<file path="config.mk">
export PLATFORM = sky130hd
export DESIGN_NAME = int_controller
export DESIGN_NICKNAME = d
export VERILOG_FILES = /design/src/rtl/int_controller_pkg.sv /design/src/rtl/int_prio_enc.sv /design/src/rtl/int_controller.sv
export VERILOG_INCLUDE_DIRS = /design/src /design/src/rtl
export SDC_FILE = /design/constraint.sdc
export NUM_CORES = 1
export LEC_CHECK = 0
export CORE_ASPECT_RATIO = 0.75
export CORE_UTILIZATION = 35
export DETAILED_ROUTE_END_ITERATION = 6
export PLACE_DENSITY = 0.67
export SETUP_SLACK_MARGIN = 0.1
export SYNTH_ARGS = -nofsm -noshare
export SYNTH_HDL_FRONTEND = slang
export SYNTH_HIERARCHICAL = 1
export SYNTH_SLANG_ARGS = --single-unit
export TNS_END_PERCENT = 10
</file>
<file path="constraint.sdc">
create_clock -name clk -period 2.4 [get_ports clk]
set_clock_uncertainty 0.2 [all_clocks]
set_input_delay 0.36 -clock clk [delete_from_list [all_inputs] [get_ports clk]]
set_output_delay 0.36 -clock clk [all_outputs]
set_load 0.05 [all_outputs]
</file>
<file path="src/rtl/int_defs.vh">
// rtl/int_defs.vh - interrupt controller defaults shared with CP0/EX decode
`ifndef INT_DEFS_VH
`define INT_DEFS_VH
`define INT_NUM_SRC         3
`define INT_VEC_BASE        32'h0000_1000
`define INT_VEC_STRIDE_LOG2 4
`define INT_FLUSH_CYCLES    2
`endif

</file>
<file path="src/rtl/int_controller_pkg.sv">
// rtl/int_controller_pkg.sv - interrupt controller defaults and vector helper
`timescale 1ns/1ps
package int_controller_pkg;
`include "int_defs.vh"

    localparam int          DEF_NUM_SRC         = `INT_NUM_SRC;
    localparam logic [31:0] DEF_VEC_BASE        = `INT_VEC_BASE;
    localparam int          DEF_VEC_STRIDE_LOG2 = `INT_VEC_STRIDE_LOG2;
    localparam int          DEF_FLUSH_CYCLES    = `INT_FLUSH_CYCLES;

    // Handler entry point for source idx.
    function automatic logic [31:0] vec_addr(input logic [31:0] base,
                                             input int          stride_log2,
                                             input logic [31:0] idx);
        return base + (idx << stride_log2);
    endfunction

endpackage

</file>
<file path="src/rtl/int_prio_enc.sv">
// rtl/int_prio_enc.sv - highest-set-bit priority encoder
`timescale 1ns/1ps
module int_prio_enc #(
    parameter int N     = 3,
    parameter int IDX_W = 2
) (
    input  logic [N-1:0]     vec_i,
    output logic [IDX_W-1:0] idx_o,
    output logic             vld_o
);

    // Scan upward so the highest set bit is the one left in idx_o.
    always_comb begin
        idx_o = '0;
        for (int i = 0; i < N; i++) begin
            if (vec_i[i]) idx_o = IDX_W'(i);
        end
    end

    assign vld_o = |vec_i;

endmodule

</file>
<file path="src/rtl/int_controller.sv">
// rtl/int_controller.sv - nested prioritised interrupt source for the EX redirect path
`timescale 1ns/1ps
module int_controller
    import int_controller_pkg::*;
#(
    parameter int          NUM_SRC         = DEF_NUM_SRC,
    parameter logic [31:0] VEC_BASE        = DEF_VEC_BASE,
    parameter int          VEC_STRIDE_LOG2 = DEF_VEC_STRIDE_LOG2,
    parameter int          FLUSH_CYCLES    = DEF_FLUSH_CYCLES
) (
    input  logic               clk,
    input  logic               rst_n,
    input  logic [NUM_SRC-1:0] IRQ_In,
    input  logic [NUM_SRC-1:0] IRQ_Mask,
    input  logic               IE,
    input  logic               EX_Valid,
    input  logic               ERET,
    input  logic [31:0]        EX_NOINT_NextPC,
    output logic               IntRequest,
    output logic [31:0]        Int_NextPC,
    output logic [31:0]        EPC_Out,
    output logic [NUM_SRC-1:0] Pending,
    output logic [NUM_SRC-1:0] InService
);

    localparam int IDX_W  = (NUM_SRC > 1) ? $clog2(NUM_SRC) : 1;
    localparam int SP_W   = $clog2(NUM_SRC + 1);
    localparam int COOL_W = $clog2(FLUSH_CYCLES + 1);

    logic [NUM_SRC-1:0] sync1_q, sync2_q, sync3_q;
    logic [NUM_SRC-1:0] pending_q, pending_d, inservice_q, inservice_d;
    logic [NUM_SRC-1:0] rise, grant_oh, isr_top_oh;
    logic [IDX_W-1:0]   cand_idx, isr_idx;
    logic               cand_vld, isr_vld, eligible, int_req, eret_take;
    logic [SP_W-1:0]    sp_q, sp_d;
    logic [COOL_W-1:0]  cool_q, cool_d;
    logic [31:0]        stack_q [NUM_SRC];
    logic [31:0]        epc_q, epc_d, pop_top;

    int_prio_enc #(.N(NUM_SRC), .IDX_W(IDX_W)) u_cand_enc (
        .vec_i (pending_q & IRQ_Mask),
        .idx_o (cand_idx),
        .vld_o (cand_vld)
    );

    int_prio_enc #(.N(NUM_SRC), .IDX_W(IDX_W)) u_isr_enc (
        .vec_i (inservice_q),
        .idx_o (isr_idx),
        .vld_o (isr_vld)
    );

    // Only a strictly higher level may preempt; ERET always beats a new grant.
    assign eligible   = cand_vld & (~isr_vld | (cand_idx > isr_idx));
    assign int_req    = IE & EX_Valid & ~ERET & (cool_q == '0) & eligible;
    assign eret_take  = ERET & (sp_q != '0);
    assign rise       = sync2_q & ~sync3_q;
    assign grant_oh   = int_req ? (NUM_SRC'(1) << cand_idx) : '0;
    assign isr_top_oh = NUM_SRC'(1) << isr_idx;

    // EPC that becomes the top of stack after a pop (entry at sp-2).
    always_comb begin
        pop_top = '0;
        for (int i = 0; i < NUM_SRC - 1; i++) begin
            if (sp_q == SP_W'(i + 2)) pop_top = stack_q[i];
        end
    end

    // Next-state for pending/in-service tracking, stack pointer, cooldown and EPC top.
    always_comb begin
        pending_d   = (pending_q | rise) & ~grant_oh;
        inservice_d = inservice_q;
        sp_d        = sp_q;
        epc_d       = epc_q;
        cool_d      = (cool_q != '0) ? cool_q - COOL_W'(1) : cool_q;
        if (int_req) begin
            inservice_d = inservice_q | grant_oh;
            sp_d        = sp_q + SP_W'(1);
            cool_d      = COOL_W'(FLUSH_CYCLES);
            epc_d       = EX_NOINT_NextPC;
        end else if (eret_take) begin
            inservice_d = inservice_q & ~isr_top_oh;
            sp_d        = sp_q - SP_W'(1);
            cool_d      = COOL_W'(FLUSH_CYCLES);
            epc_d       = pop_top;
        end
    end

    // Two-flop synchroniser plus a delayed copy for rising-edge detect.
    always_ff @(posedge clk or negedge rst_n) begin
        if (!rst_n) begin
            sync1_q <= '0;
            sync2_q <= '0;
            sync3_q <= '0;
        end else begin
            sync1_q <= IRQ_In;
            sync2_q <= sync1_q;
            sync3_q <= sync2_q;
        end
    end

    // Control state registers.
    always_ff @(posedge clk or negedge rst_n) begin
        if (!rst_n) begin
            pending_q   <= '0;
            inservice_q <= '0;
            sp_q        <= '0;
            cool_q      <= '0;
            epc_q       <= '0;
        end else begin
            pending_q   <= pending_d;
            inservice_q <= inservice_d;
            sp_q        <= sp_d;
            cool_q      <= cool_d;
            epc_q       <= epc_d;
        end
    end

    // EPC stack storage; a grant writes the slot at the current sp.
    always_ff @(posedge clk or negedge rst_n) begin
        if (!rst_n) begin
            for (int i = 0; i < NUM_SRC; i++) stack_q[i] <= '0;
        end else begin
            for (int i = 0; i < NUM_SRC; i++) begin
                if (int_req && (sp_q == SP_W'(i))) stack_q[i] <= EX_NOINT_NextPC;
            end
        end
    end

    assign IntRequest = int_req;
    assign Int_NextPC = vec_addr(VEC_BASE, VEC_STRIDE_LOG2, 32'(cand_idx));
    assign EPC_Out    = epc_q;
    assign Pending    = pending_q;
    assign InService  = inservice_q;

endmodule

</file>
==> flow_summary.ini <==
[status]
outcome = finished with violations
violations = setup timing

[worst_setup_path]
max_stage_delay_ns = 0.42
criticalPathCategory = flip-flop to output pin
crit_fanout = 5
crit_required_ns = 1.84
crit_buf_inv = 2
slowest_stage = dfrtp_1
endpoint_kind = output pin
cp.arrival_ns = 1.93
crit_chain = or3_4 > nor2b_4 > a32oi_4 > nand2_4 > clkinvlp_4 > buf_12
ff2ff_path_depth = 8
path_delay_family = simple AND/OR/NAND/NOR gates
critical_path_depth = 6
startpoint_type = flip-flop

[synth]
synth.top_cell.area_share_pct = 52.5
netlist_area_um2 = 5480
synth.yosys.warnings = 6
synthTopCellsByArea = dfrtp_1 53%, mux2_2 19%, a21oi_1 6.2%, buf_4 4.4%, nand3b_1 4.4%
ys_seq_elements = 115
yosysMostFrequentCell = dfrtp_1
synth_flop_cell = dfrtp_1
avgSynthCellArea_um2 = 12.0
ys_types = 31
yosysTopAreaCell = dfrtp_1
async_reset_ff_share_pct = 100
synth_edf_count = 0
syn_inst = 457
synth.top_cells.by_count = 115 x dfrtp_1, 92 x mux2_2, 68 x a21oi_1, 33 x nor2_1
yosysSeqAreaShare_pct = 52.5

[global_routing]
gr-total-overflow = 0
grt_max_degree = 52
grt_pass1_wl_mm = 20.7
grt_use_total_pct = 17.2
grt_pass1_vias = 4016
antenna_found_initial = 0

[clocking]
clk-insertion-delay-late_ns = 0.42
clockBufferDepth = 2
cts_sinks = 115
cts_buffers = 17
htreeDepth = 4
cts-root-buf = clkbuf_16
clk_pin_slew_worst_paths_ns = 0.05
cts_tree = done

[die]
ios = 114
core-area_um2 = 15300
die_h_um = 110
dieArea_um2 = 16200
rows = 39
die_x_um = 146
initial_core_util_pct = 35.9

[final_layout]
fillers = 1336
final_nets = 618
area_growth_pct = 35.6
stdcell_area_um2 = 7430
drive_gt1_share_pct = 32.9
n_antenna_cell = 0
utilization_pct = 48.7

[timing]
slew_violations = 0
clock.fmax_ghz = 0.401
fin_ws_ns = -0.0911
setup_viol = 15
worstMarginPinSlew_ns = 0.510
rsz0062_at_grt = true
post-route-period-util_pct = 104
relSlewSlack_pct = 65.9
hold_violations = 0
layout_min_cycle_time_ns = 2.49

[power_and_ir_drop]
power_density_nw_per_um2 = 1290
vdd_ir_drop_max_mv = 0.756
leakagePower_nw = 3.43

[detailed_routing]
top_layer_used = met4
drc = 0
postRouteAntennaNets = 0
wl_per_cell_um = 16.3
finalWirelength_mm = 12.8
wl_met1_mm = 6.07
routed-via-count = 3786
wl_met3_um = 507
drt_iter0_drc = 144
dr.pass1.iters = 5
viasPerCell = 4.82
wl_met2_mm = 6.05

[worst_hold_path]
hp-class = flip-flop to flip-flop
hold_path_depth = 0

[place]
port_buffers = 83
gp_congestion = 0.723
dpl.hpwl_mm = 8.08
placed_area_um2 = 6640

[run]
maxCapViolCount = 0
==> cell usage in the layout (no fill, tap or decap), types with 3 or more instances in the layout <==
master,count
a31oi_1,3
inv_1,9
mux2_2,92
a21oi_1,68
ha_1,4
buf_12,10
nor2b_4,3
mux2_4,5
clkbuf_8,4
clkinvlp_4,4
clkinv_2,4
dfrtp_1,113
nor2_1,33
conb_1,30
clkdlybuf4s50_1,76
nand3b_1,32
buf_4,29
clkbuf_16,17
==> kinds of logic (layout without fill, tap and decap cells) <==
logic type / Yosys count / count (layout) / synth area share (%)
and+or+nand+nor: 86 / 86 / 9.13
adders and majority gates: 7 / 7 / 1.60
buffers and inverters: 70 / 166 / 8.22
other: 2 / 30 / 0.137
xor gates and xnor gates: 2 / 2 / 0.320
DFF: 115 / 115 / 52.5
AOI/OAI and AO/OA: 78 / 78 / 7.81
muxes: 97 / 97 / 20.3
==> final timing paths <==
| path | from | to | slack, ns |
|---|---|---|---|
| setup / recovery | InService[2]$_DFFE_PN0P_ | IntRequest | -0.09 |
| hold / removal | sync1_q[0]$_DFF_PN0_ | sync2_q[0]$_DFF_PN0_ | 0.15 |
| setup reg to reg | InService[2]$_DFFE_PN0P_ | stack_q[71]$_DFFE_PN0P_ | -0.06 |
| hold reg to reg | sync1_q[0]$_DFF_PN0_ | sync2_q[0]$_DFF_PN0_ | 0.15 |
| max in group asynchronous | rst_n | InService[1]$_DFFE_PN0P_ | 1.08 |
| min in group asynchronous | rst_n | sync3_q[1]$_DFF_PN0_ | 0.25 |
==> routing by layer <==
layer,vias up,global-route usage (%)
met2,84,28.2
met3,13,5.51
met1,1929,21.5
met4,0,6.03
li1,1760,-
met5,-,0
==> layout make-up <==
cell class                 instances  area (µm²)  share of cell area (%)
clock buffer                      23         488                    6.57
clock inverter                     9         103                    1.38
inverter                          11        45.0                   0.606
multi-input combinational        300        2350                    31.7
sequential                       115        2880                    38.8
tap                              205         256                    3.45
timing repair buffer             123        1310                    17.6
==> state kept, by name, indices dropped and copies added (netlist names) <==
register   count
EPC_Out       32
InService      3
Pending        3
cool_q         2
sp_q           2
stack_q       64
sync1_q        3
sync2_q        3
sync3_q        3
==> where the power goes <==
group	leakage [nW]	internal, W	switching [W]
Sequential	1.48	0.00269	0.000439
Combinational	1.66	0.00171	0.00224
Clock	0.285	0.00163	0.000867
Total	3.43	0.00603	0.00355
==> stage by stage <==
stage / std cells / setup TNS (ns) / hold slack [ns] / worst slack (ns) / total power, W
2_1_floorplan: 485 / -27.07 / -0.136 / -0.321 / 0.00577
3_3_place_gp: 740 / -27.17 / 0.133 / -0.300 / 0.00686
3_5_place_dp: 740 / -32.44 / 0.141 / -0.364 / 0.00699
4_1_cts: 785 / -0.636 / 0.153 / -0.113 / 0.00965
5_1_grt: 786 / -3.87 / 0.161 / -0.167 / 0.0101
6_report: 786 / -0.457 / 0.151 / -0.0911 / 0.00958
==> repair_timing <==
item	4_1_cts	5_1_grt
gates cloned	2	0
hold buffers	1	0
setup endpoints to repair	56	76
resized for setup	12	2
pin swaps	3	1
hold endpoints to repair	31	0
setup buffers	10	1
Note: power is estimated with default switching activity, not from simulation.
